File: config.mk
export PLATFORM = sky130hd
export DESIGN_NAME = tt_io_exerciser
export DESIGN_NICKNAME = d
export VERILOG_FILES = /design/src/rtl/tt_io_exerciser.sv
export SDC_FILE = /design/constraint.sdc
export NUM_CORES = 1
export LEC_CHECK = 0
export BUFFER_PORTS_ARGS = -buffer_cell sky130_fd_sc_hd__buf_4
export CAP_MARGIN = 30
export CORE_MARGIN = 2
export CORE_UTILIZATION = 40
export DETAILED_ROUTE_END_ITERATION = 7
export GPL_TIMING_DRIVEN = 0
export MAX_ROUTING_LAYER = met4
export PLACE_DENSITY = 0.67
export SETUP_SLACK_MARGIN = 0.15
export SLEW_MARGIN = 30
export SYNTH_ARGS = -nofsm -noshare
export SYNTH_HDL_FRONTEND = slang
export SYNTH_SLANG_ARGS = --single-unit
File: constraint.sdc
create_clock -name clk -period 2.79 [get_ports clk]
set_clock_uncertainty 0.2 [all_clocks]
set_input_delay 0.558 -clock clk [delete_from_list [all_inputs] [get_ports clk]]
set_output_delay 0.558 -clock clk [all_outputs]
set_load 0.02 [all_outputs]
File: src/rtl/tt_io_exerciser.sv
// Host-driven I/O exerciser for a Tiny-Tapeout style user design.
// The exerciser drives the user inputs and pulses the user clock a counted
// number of times. It also samples the user outputs on request and returns
// them to the host through a valid/ready response channel.
module tt_io_exerciser #(
  parameter int CNT_W = 8
) (
  input  logic        clk,
  input  logic        rst_n,
  input  logic        cmd_valid,
  output logic        cmd_ready,
  input  logic [1:0]  cmd_op,
  input  logic [15:0] cmd_data,
  output logic        rsp_valid,
  input  logic        rsp_ready,
  output logic [15:0] rsp_data,
  output logic [7:0]  ui_in,
  input  logic [7:0]  uo_out,
  output logic [7:0]  uio_in,
  input  logic [7:0]  uio_out,
  input  logic [7:0]  uio_oe,
  output logic        ena,
  output logic        um_clk,
  output logic        um_rst_n
);

  localparam int NUM_LANES = 8;

  localparam logic [1:0] OP_WRITE = 2'd0;
  localparam logic [1:0] OP_CLOCK = 2'd1;
  localparam logic [1:0] OP_READ  = 2'd2;
  localparam logic [1:0] OP_CTRL  = 2'd3;

  typedef enum logic [1:0] {IDLE, CLK_HI, CLK_LO, RESP} state_e;

  state_e             state_q, state_d;
  logic [CNT_W-1:0]   cnt_q, cnt_d;
  logic [7:0]         ui_in_q, ui_in_d;
  logic [7:0]         drv_q, drv_d;
  logic               ena_q, ena_d;
  logic               um_rst_n_q, um_rst_n_d;
  logic               um_clk_q, um_clk_d;
  logic [15:0]        rsp_data_q, rsp_data_d;
  logic [7:0]         uio_val;
  logic               cmd_acc;

  // Pad loopback per bidir lane: the user design wins where it enables its driver.
  for (genvar g = 0; g < NUM_LANES; g++) begin : g_lane
    assign uio_val[g] = uio_oe[g] ? uio_out[g] : drv_q[g];
  end

  assign uio_in    = uio_val;
  assign cmd_ready = (state_q == IDLE);
  assign cmd_acc   = cmd_valid && cmd_ready;
  assign rsp_valid = (state_q == RESP);
  assign rsp_data  = rsp_data_q;
  assign ui_in     = ui_in_q;
  assign ena       = ena_q;
  assign um_rst_n  = um_rst_n_q;
  assign um_clk    = um_clk_q;

  // Next-state: command decode, clock-pulse sequencing and response handshake.
  always_comb begin
    state_d    = state_q;
    cnt_d      = cnt_q;
    ui_in_d    = ui_in_q;
    drv_d      = drv_q;
    ena_d      = ena_q;
    um_rst_n_d = um_rst_n_q;
    rsp_data_d = rsp_data_q;
    unique case (state_q)
      IDLE: begin
        if (cmd_acc) begin
          unique case (cmd_op)
            OP_WRITE: begin
              ui_in_d = cmd_data[15:8];
              drv_d   = cmd_data[7:0];
            end
            OP_CLOCK: begin
              cnt_d = cmd_data[CNT_W-1:0];
              if (cmd_data[CNT_W-1:0] != '0) state_d = CLK_HI;
            end
            OP_READ: begin
              rsp_data_d = {uo_out, uio_val};
              state_d    = RESP;
            end
            OP_CTRL: begin
              ena_d      = cmd_data[0];
              um_rst_n_d = cmd_data[1];
            end
            default: ;
          endcase
        end
      end
      CLK_HI: state_d = CLK_LO;
      CLK_LO: begin
        // The count drops once per full pulse; the last low phase returns to idle.
        cnt_d = cnt_q - CNT_W'(1);
        if (cnt_q == CNT_W'(1)) state_d = IDLE;
        else                    state_d = CLK_HI;
      end
      RESP: if (rsp_ready) state_d = IDLE;
      default: state_d = IDLE;
    endcase
    // Registered so the user clock is glitch-free; it is gated by ena, but
    // pulses are still counted while it is held low.
    um_clk_d = (state_d == CLK_HI) && ena_q;
  end

  // State registers; reset aborts any pulse train or pending response.
  always_ff @(posedge clk or negedge rst_n) begin
    if (!rst_n) begin
      state_q    <= IDLE;
      cnt_q      <= '0;
      ui_in_q    <= '0;
      drv_q      <= '0;
      ena_q      <= 1'b0;
      um_rst_n_q <= 1'b0;
      um_clk_q   <= 1'b0;
      rsp_data_q <= '0;
    end else begin
      state_q    <= state_d;
      cnt_q      <= cnt_d;
      ui_in_q    <= ui_in_d;
      drv_q      <= drv_d;
      ena_q      <= ena_d;
      um_rst_n_q <= um_rst_n_d;
      um_clk_q   <= um_clk_d;
      rsp_data_q <= rsp_data_d;
    end
  end

endmodule
==> metrics.csv <==
metric,value,unit
power_frac_seq,40.0,%
synth_fp_nets,220,
timing.rr.start,cnt_q[0],
cts_resized,0,
clkSlewWorstSetupHoldPaths,90,ps
max_stage_delay,450,ps
num_rows,27,
cts_hold_buf,0,
port_buffers,82,
max_slew_margin,62.80,%
clock_latency,290,ps
crit_path_end_kind,flop,
wl_met3,419,um
crit_required,2770,ps
critPathMaxFanout,6,
period_needed,1993,ps
ioPinCount,83,
root_buffer,clkbuf_8,
gp_congestion,0.8107,
maxCapViolations,0,
wire_per_inst,14.60,um
clock_path_buffers,2,
ys.flop_type,dfrtp_1,
cts_buffers,5,
antenna_left,0,
drive_above_1_share,56.03,%
rsz0062_at_grt,false,
grt_use_total,16.69,%
cts_setup_buffers,0,
syn_to_final_growth,36.06,%
arrival,1980,ps
die_h,78.91,um
drt_pass1_iterations,4,
slowest_stage,dfrtp_1,
finalHoldViolCount,0,
ys_seq_area_share,50.17,%
synth-edff-count,0,
die_area,0.006227,mm^2
postLayoutCoreUtil,55.81,%
syn-cell-area,0.002245,mm^2
nNetsFinal,309,
drt-met1-wl,2255,um
clkSinkCount,45,
dr.max_layer_used,met4,
synth.avg_cell_area,13.36,um^2
worstSetupPathType,flop to flop,
intPower,1896,uW
max_slew.worst_pin.slew,557.9,ps
worstPathCellList,"inv_1, ha_1, or3b_4, o31ai_2, a21oi_1, a311oi_1",
status,finished clean,
coreArea,0.005473,mm^2
r2r_cells,6,
tns,0,ps
drt_first_iter_violations,90,
yosysWarnings,0,
vdd_drop_max,0.0003755,V
finalSetupViolCount,0,
routed_wl,4802,um
leakagePower,0.001445,uW
cts_max_level,2,
vias,1628,
pwr_density_cell,940.1,mW/mm^2
max_freq,0.5017,GHz
slew_violations,0,
ys_types,40,
p_sw,975.2,uW
ys_async_sr_fraction,100.0,%
grt_max_degree,46,
antenna_found_initial,0,
r2r-end,cnt_q[6],
pwr-share-comb,43.4,%
wl_met2,2083,um
hpwl,3632,um
cts_tree,yes,
drc,0,
holdWs,51.39,ps
synth-seq-cells,45,
fin_crit_sh,71.44,%
die_w,78.91,um
syn_inst,168,
initial_core_util,41.02,%
grt_pass1_wl,7879,um
ff2ff_setup_slack,800,ps
hp-class,input port to async pin,
grt_pass1_vias,1604,
startpoint,cnt_q[0],
viasPerCell,4.948,
start_kind,flop,
grt_overflow,0,
nFillCells,462,
p_sw_share,33.97,%
n_antenna_cell,0,
p_clk_share,16.6,%
-- worst max-delay path by stage --
stage / to / cells after the start
detailed placement: rsp_data[11] / 7
floorplan: rsp_data[10] / 6
finish: cnt_q[6] / 6
global placement: rsp_data[8] / 7
CTS: cnt_q[6] / 6
global route: cnt_q[6] / 6
-- power groups by stage --
stage / sequential (uW) / clock (uW) / combinational (uW)
2_1_floorplan: 1370 / 0 / 509
3_3_place_gp: 1150 / 0 / 1240
3_5_place_dp: 1160 / 0 / 1260
4_1_cts: 1150 / 485 / 1260
5_1_grt: 1200 / 526 / 1330
6_report: 1150 / 475 / 1250
-- metrics by stage --
step,power (uW),cells,instance area [um^2],worst slack [ps]
2_1_floorplan,1881,168,2245,936.9
6_report,2871,329,3054,796.7
4_1_cts,2898,329,3054,816.7
5_1_grt,3056,329,3054,693.5
3_3_place_gp,2396,322,2950,717.7
3_5_place_dp,2419,322,2950,699.2
-- routing by layer --
layer  vias to the layer above  global-route usage [%]
met3                         5                   4.659
met1                       773                   22.43
met5                         -                       -
met2                        64                   25.56
met4                         0                   3.621
li1                        786                       -
-- synth_stat cells, types with 3 or more instances --
cell,number,share of area (%)
nand2_1,4,0.67
a21oi_1,7,1.6
dfrtp_1,45,50
nor3_1,6,1.3
nor2_1,7,1.2
o21ai_0,3,0.67
ha_1,6,3.3
mux2_4,20,13
inv_1,6,1.0
mux2_2,22,11
nand3_1,3,0.67
-- logic make-up (layout without fill, tap and decap cells) --
group | after synthesis | count (layout) | synth area share, %
AND/OR/NAND/NOR | 40 | 40 | 10.81
buffers and inverters | 12 | 101 | 4.236
multiplexers | 43 | 43 | 24.86
adder cells (fa/ha/maj) | 6 | 6 | 3.344
AO/OA/AOI/OAI | 22 | 22 | 6.577
flip-flops | 45 | 45 | 50.17
-- layout make-up --
cell class / count / area (um^2) / share of cell area, %
repair buffers: 82 / 615.6 / 20.16
flip-flops and latches: 45 / 1126 / 36.87
clock inverters: 2 / 35.03 / 1.147
clock buffers: 5 / 68.82 / 2.253
multi-input cells: 111 / 1023 / 33.51
inverters: 6 / 22.52 / 0.7374
plain buffers: 6 / 72.57 / 2.376
well taps: 72 / 90.09 / 2.950
-- worst max-delay path: cells and delay by family (launching register included) --
kind	cells	cell delay, ps
flops	1	450
buf+inv	1	90
simple gates	1	420
compound gates	3	550
fa+ha+maj	1	180
-- flip-flops by register name, summed over array words and instances, names as in the netlist --
name and flops:
drv_q 8, ui_in 8, rsp_data 16, um_rst_n 1, ena 1, um_clk 1
state_q 2, cnt_q 8
-- cell usage in the layout (no fill, tap or decap), types with 3 or more instances in the layout --
cell type	netlist	layout
ha_1	6	6
nor2_1	7	7
nand3_1	3	3
inv_1	6	6
a21oi_1	7	7
clkbuf_8	0	5
mux2_2	22	22
nor3_1	6	6
o21ai_0	3	3
mux2_4	20	20
dfrtp_1	45	45
buf_4	0	82
nand2_1	4	4
Power figures use the tool's default switching activity.
